===== src/rtl/midi_msg_parser_if.sv =====
// rtl/midi_msg_parser_if.sv - byte-in / message-out bus of the MIDI message parser
interface midi_msg_parser_if;
    logic       byte_valid_i;
    logic [7:0] byte_i;
    logic       msg_valid_o;
    logic [7:0] status_o;
    logic [6:0] data1_o;
    logic [6:0] data2_o;
    logic       rt_valid_o;
    logic [7:0] rt_byte_o;
    logic [7:0] drop_cnt_o;

    modport master (
        output byte_valid_i, byte_i,
        input  msg_valid_o, status_o, data1_o, data2_o, rt_valid_o, rt_byte_o, drop_cnt_o
    );

    modport slave (
        input  byte_valid_i, byte_i,
        output msg_valid_o, status_o, data1_o, data2_o, rt_valid_o, rt_byte_o, drop_cnt_o
    );
endinterface


===== src/rtl/midi_msg_parser.sv =====
// rtl/midi_msg_parser.sv - MIDI byte stream to message assembler with running status
// Real-time bytes bypass the message FSM entirely; all outputs are registered.
module midi_msg_parser #(
  parameter bit NOTE_ON_ZERO_AS_OFF = 1'b1
) (
  input logic clk_i,
  input logic rst_i,
  midi_msg_parser_if.slave bus
);

  typedef enum logic [2:0] {IDLE, RUN, WAIT1, WAIT2, SYSEX} state_t;

  state_t     state, state_nx;
  logic [7:0] stat, stat_nx;
  logic [6:0] d1, d1_nx;

  logic       rt_hit, is_data, is_status;
  logic       emit;
  logic [7:0] emit_status;
  logic [6:0] emit_d1, emit_d2;
  logic       abandon, stray;
  logic [1:0] drop_inc;
  logic [8:0] drop_sum;

  function automatic logic two_byte(input logic [7:0] s);
    return (s[7:4] inside {4'h8, 4'h9, 4'hA, 4'hB, 4'hE}) || (s == 8'hF2);
  endfunction

  function automatic logic channel(input logic [7:0] s);
    return s[7:4] != 4'hF;
  endfunction

  assign rt_hit    = bus.byte_valid_i && (bus.byte_i >= 8'hF8);
  assign is_data   = bus.byte_valid_i && !bus.byte_i[7];
  assign is_status = bus.byte_valid_i && bus.byte_i[7] && (bus.byte_i < 8'hF8);

  always_ff @(posedge clk_i or posedge rst_i) begin
    if (rst_i) begin
      state <= IDLE;
      stat  <= 8'h00;
      d1    <= 7'h00;
    end else begin
      state <= state_nx;
      stat  <= stat_nx;
      d1    <= d1_nx;
    end
  end

  always_comb begin
    state_nx = state;
    stat_nx  = stat;
    d1_nx    = d1;
    if (is_data) begin
      case (state)
        RUN, WAIT1: begin
          d1_nx = bus.byte_i[6:0];
          if (two_byte(stat))
            state_nx = WAIT2;
          else
            state_nx = channel(stat) ? RUN : IDLE;
        end
        WAIT2:   state_nx = channel(stat) ? RUN : IDLE;
        default: state_nx = state;
      endcase
    end else if (is_status) begin
      if (state == SYSEX && bus.byte_i == 8'hF7) begin
        state_nx = IDLE;
      end else if (bus.byte_i < 8'hF0 || bus.byte_i inside {8'hF1, 8'hF2, 8'hF3}) begin
        stat_nx  = bus.byte_i;
        state_nx = WAIT1;
      end else if (bus.byte_i == 8'hF0) begin
        state_nx = SYSEX;
      end else begin
        state_nx = IDLE;
      end
    end
  end

  always_comb begin
    emit        = 1'b0;
    emit_status = stat;
    emit_d1     = 7'h00;
    emit_d2     = 7'h00;
    if (is_status && bus.byte_i == 8'hF6) begin
      emit        = 1'b1;
      emit_status = 8'hF6;
    end else if (is_data) begin
      if (state == WAIT2) begin
        emit    = 1'b1;
        emit_d1 = d1;
        emit_d2 = bus.byte_i[6:0];
      end else if ((state == RUN || state == WAIT1) && !two_byte(stat)) begin
        emit    = 1'b1;
        emit_d1 = bus.byte_i[6:0];
      end
    end
    // Running status keeps 9n; only the emitted copy becomes a note-off.
    if (NOTE_ON_ZERO_AS_OFF && emit_status[7:4] == 4'h9 && emit_d2 == 7'h00)
      emit_status = {4'h8, emit_status[3:0]};

    abandon  = is_status && (state == WAIT1 || state == WAIT2);
    stray    = is_status && (bus.byte_i inside {8'hF4, 8'hF5} ||
                             (bus.byte_i == 8'hF7 && state != SYSEX));
    drop_inc = (is_data && state == IDLE) ? 2'd1
                                          : ({1'b0, abandon} + {1'b0, stray});
    drop_sum = {1'b0, bus.drop_cnt_o} + {7'b0, drop_inc};
  end

  always_ff @(posedge clk_i or posedge rst_i) begin
    if (rst_i) begin
      bus.msg_valid_o <= 1'b0;
      bus.status_o    <= 8'h00;
      bus.data1_o     <= 7'h00;
      bus.data2_o     <= 7'h00;
      bus.rt_valid_o  <= 1'b0;
      bus.rt_byte_o   <= 8'h00;
      bus.drop_cnt_o  <= 8'h00;
    end else begin
      bus.msg_valid_o <= emit;
      bus.rt_valid_o  <= rt_hit;
      bus.drop_cnt_o  <= drop_sum[8] ? 8'hFF : drop_sum[7:0];
      if (emit) begin
        bus.status_o <= emit_status;
        bus.data1_o  <= emit_d1;
        bus.data2_o  <= emit_d2;
      end
      if (rt_hit)
        bus.rt_byte_o <= bus.byte_i;
    end
  end

endmodule


===== src/flat_wrapper.sv =====
// flat-port wrapper written by rule: the top's interface ports become plain ports
module midi_msg_parser_flat 
#(
  parameter bit NOTE_ON_ZERO_AS_OFF = 1'b1
)
  (clk_i, rst_i, bus_byte_valid_i, bus_byte_i, bus_msg_valid_o, bus_status_o, bus_data1_o, bus_data2_o, bus_rt_valid_o, bus_rt_byte_o, bus_drop_cnt_o);
  midi_msg_parser_if bus_i ();
  input logic clk_i;
  input logic rst_i;
  input wire logic [$bits(bus_i.byte_valid_i)-1:0] bus_byte_valid_i;
  input wire logic [$bits(bus_i.byte_i)-1:0] bus_byte_i;
  output wire logic [$bits(bus_i.msg_valid_o)-1:0] bus_msg_valid_o;
  output wire logic [$bits(bus_i.status_o)-1:0] bus_status_o;
  output wire logic [$bits(bus_i.data1_o)-1:0] bus_data1_o;
  output wire logic [$bits(bus_i.data2_o)-1:0] bus_data2_o;
  output wire logic [$bits(bus_i.rt_valid_o)-1:0] bus_rt_valid_o;
  output wire logic [$bits(bus_i.rt_byte_o)-1:0] bus_rt_byte_o;
  output wire logic [$bits(bus_i.drop_cnt_o)-1:0] bus_drop_cnt_o;
  assign bus_i.byte_valid_i = bus_byte_valid_i;
  assign bus_i.byte_i = bus_byte_i;
  assign bus_msg_valid_o = bus_i.msg_valid_o;
  assign bus_status_o = bus_i.status_o;
  assign bus_data1_o = bus_i.data1_o;
  assign bus_data2_o = bus_i.data2_o;
  assign bus_rt_valid_o = bus_i.rt_valid_o;
  assign bus_rt_byte_o = bus_i.rt_byte_o;
  assign bus_drop_cnt_o = bus_i.drop_cnt_o;
  midi_msg_parser #(.NOTE_ON_ZERO_AS_OFF(NOTE_ON_ZERO_AS_OFF)) u_core (.clk_i(clk_i), .rst_i(rst_i), .bus(bus_i));
endmodule

===== config.mk =====
export PLATFORM = sky130hd
export DESIGN_NAME = midi_msg_parser_flat
export DESIGN_NICKNAME = d
export VERILOG_FILES = /design/src/rtl/midi_msg_parser_if.sv /design/src/rtl/midi_msg_parser.sv /design/src/flat_wrapper.sv
export SDC_FILE = /design/constraint.sdc
export NUM_CORES = 1
export LEC_CHECK = 0
export ABC_AREA = 1
export CAP_MARGIN = 0
export CORE_ASPECT_RATIO = 0.5
export CORE_MARGIN = 2
export CORE_UTILIZATION = 35
export CTS_CLUSTER_DIAMETER = 40
export DETAILED_ROUTE_END_ITERATION = 16
export PLACE_DENSITY = 0.57
export REMOVE_ABC_BUFFERS = 1
export SYNTH_ARGS = -nofsm -noshare
export SYNTH_HDL_FRONTEND = slang
export SYNTH_SLANG_ARGS = --single-unit

===== constraint.sdc =====
create_clock -name clk_i -period 2.6 [get_ports clk_i]
set_input_delay 0.78 -clock clk_i [delete_from_list [all_inputs] [get_ports clk_i]]
set_output_delay 0.78 -clock clk_i [all_outputs]
set_load 0.01 [all_outputs]

==> reports/results.ini <==
[status]
status = finished with violations
failed_checks = setup timing

[finish]
final_cell_area_um2 = 4160
final_cell_mix = nand2_1 (80), dfrtp_1 (58), buf_4 (53)
drive_above_1_share = 0.321
num_antenna_cells = 0
stdcell_count = 520
area_delta_synth_final_pct = 53.3
nets = 434
fillers = 662
final_common_cell = nand2_1

[clock_tree]
cts_tree = yes
clkLatencyLatePin_ns = 0.33
numCtsBuffers = 9
cts.path.max_buffers = 2
cts_max_level = 3
cts_root_buf = clkbuf_16
holdBufCountCts = 0
cts_sinks = 58
path_clk_slew_ns = 0.05

[detailed_routing]
first_pass_iters = 4
drt_iter0_drc = 85
drcViolationCount = 0
num_vias = 2453
avgRoutedWirePerCell_um = 14.3
viasPerCell = 4.72
postRouteAntennaNets = 0
wl_mm = 7.42

[critical_path]
cpMaxStageDelayCell = fa_2
cp_max_fo = 3
cpPeakStageDelay_ns = 0.36
end_kind = register
critPathArrivalTime_ns = 2.98
critPathKind = input pin to register
cp_cell_sequence = buf_8 > buf_4 > nand2_4 > nand2_4 > a311oi_2 > ha_1 > inv_1 > nand2_2 > ha_4 > inv_2 > fa_2 > nor2_4 > nand2_2 > nor3b_4 > buf_4 > o21ai_1 > o21ai_1
crit_required_ns = 2.86
start_kind = input pin

[floorplan]
pin_count = 51
dieWidth_um = 129
die_y_um = 66.3
start_util = 0.365
coreArea_um2 = 7430
die_area_um2 = 8520
rows = 22

[sta]
skew_ns = 0.00526
fmax_ghz = 0.367
rsz0062_at_grt = true
drv_slew = 0
hold_viol_final = 0
maxSlewHeadroom = 0.634
fin_crit_sh = 1.05
setup_ws_ns = -0.124
final.min_clock_period_ns = 2.72
worst_pin_slew_ns = 0.545
finalSetupViolations = 8

[grt]
grtUsageMet2 = 0.287
grt_overflow = 0
busiest_layer = met2
grt_usage = 0.190
grt_pass1_vias = 2380
grt_use_met3 = 0.0526
grt_pass1_wl_mm = 12.0
antenna_found_initial = 0
gr-usage-met1 = 0.260
grt_max_degree = 59

[synthesis]
yosysSeqAreaShare = 0.535
synth.distinct_cells = 30
synthCells = 308
yosys_warnings = 0
syn-cell-area_um2 = 2710
synth_edf_count = 0
synth_ff_type = dfrtp_1
avgSynthCellArea_um2 = 8.81
async_reset_ff_frac = 1.00
ys_ff_latch = 58

[placed_design]
dp.cells = 477
post_dp_cell_area_um2 = 3520
hpwl_mm = 5.15
gp_congestion = 0.847
port_buffers = 50

[power_and_ir_drop]
power.density_nw_per_um2 = 924
total_power_mw = 3.84
p_leak_nw = 2.10
max-vdd-ir-drop_uv = 460

[min_path]
hp-class = register to register

[run]
maxCapViolCount = 0

-- critical path: cells and delay by family --
kind,cells,cell delay (ns)
adder cells (fa/ha/maj),3,0.66
buffers and inverters,5,0.50
AO/OA/AOI/OAI,3,0.37
AND/OR/NAND/NOR,6,0.67
-- final cells by class --
class,count,area (um^2),share of cell area
inverter,33,129,0.0310
multi-input combinational,210,1210,0.291
clock buffer,10,229,0.0550
timing repair buffer,107,963,0.232
sequential,58,1450,0.349
clock inverter,6,57.6,0.0138
tap,96,120,0.0289
-- per-layer routing --
layer / part of all wire / up-vias
li1: - / 1218
met1: 0.51 / 1167
met2: 0.44 / 57
met3: 0.040 / 11
met4: 0.018 / 0
met5: 0 / -
-- path summary, 6_finish.rpt --
check,startpoint,endpoint,slack [ns],cells after the start
worst max-delay path,bus_byte_i[3],u_core.bus.drop_cnt_o[6]$_DFF_PP0_,-0.12,17
min in group asynchronous,rst_i,u_core.bus.data2_o[5]$_DFFE_PP0P_,0.84,3
worst min-delay path,u_core.bus.rt_byte_o[3]$_DFFE_PP0P_,u_core.bus.rt_byte_o[3]$_DFFE_PP0P_,0.47,1
worst min register to register,u_core.bus.rt_byte_o[3]$_DFFE_PP0P_,u_core.bus.rt_byte_o[3]$_DFFE_PP0P_,0.47,1
max in group asynchronous,rst_i,u_core.d1[2]$_DFFE_PP0P_,1.51,3
worst max register to register,u_core.state[0]$_DFFE_PP0P_,u_core.bus.drop_cnt_o[6]$_DFF_PP0_,0.15,14
-- Yosys cell counts, types with 2 or more instances --
cell type  instances  area (um^2)
inv_1             29          109
o21ai_0            9         45.0
nor2_1            19         71.3
o21ai_2            7         61.3
or2_2              5         31.3
nor3_1             4         20.0
inv_2              4         15.0
ha_1               3         37.5
xor2_1             2         17.5
nand2_1           90          338
nand2_2            6         37.5
nand3_1           34          170
nand4_1            4         25.0
dfrtp_1           58         1450
o21ai_1           12         60.1
nor2_2             3         18.8
buf_2              2         10.0
buf_6              5         56.3
-- cells by family after synthesis --
kind of cell    Yosys count  synth area share
compound gates           31            0.0719
xor+xnor                  2           0.00646
fa+ha+maj                 4            0.0212
buf+inv                  40            0.0701
flops                    58             0.535
simple gates            173             0.296
-- metrics by stage --
stage          setup WS (ns)  TNS (ns)  utilization  hold slack, ns
3_3_place_gp           -1.02     -7.98        0.473           0.453
4_1_cts               -0.210     -1.76        0.537           0.475
3_5_place_dp           -1.12     -8.74        0.473           0.464
2_1_floorplan         -0.353     -2.57            -           0.455
5_1_grt               -0.271     -2.07        0.560           0.479
6_report              -0.124    -0.871        0.560           0.469
-- flip-flops by register name (all words and copies together), names as in the netlist --
| register | flops |
|---|---|
| u_core.bus.drop_cnt_o | 8 |
| u_core.bus.rt_byte_o | 8 |
| u_core.bus.status_o | 8 |
| u_core.stat | 8 |
| u_core.bus.data1_o | 7 |
| u_core.bus.data2_o | 7 |
| u_core.d1 | 7 |
| u_core.state | 3 |
| u_core.bus.msg_valid_o | 1 |
| u_core.bus.rt_valid_o | 1 |
-- timing repair --
| item | 4_1_cts | 5_1_grt |
|---|---|---|
| gates cloned | 0 | 0 |
| gates resized for setup | 51 | 36 |
| pin swaps | 15 | 22 |
| endpoints found under the setup margin | 8 | 30 |
| setup buffers | 20 | 9 |
-- report_power, final --
part           internal [mW]  total [mW]  leakage, nW  switching [mW]
combinational          0.698        1.29         1.24           0.594
clock                  0.733        1.14        0.142           0.409
sequential              1.20        1.41        0.711           0.206
Power figures use the tool's default switching activity.
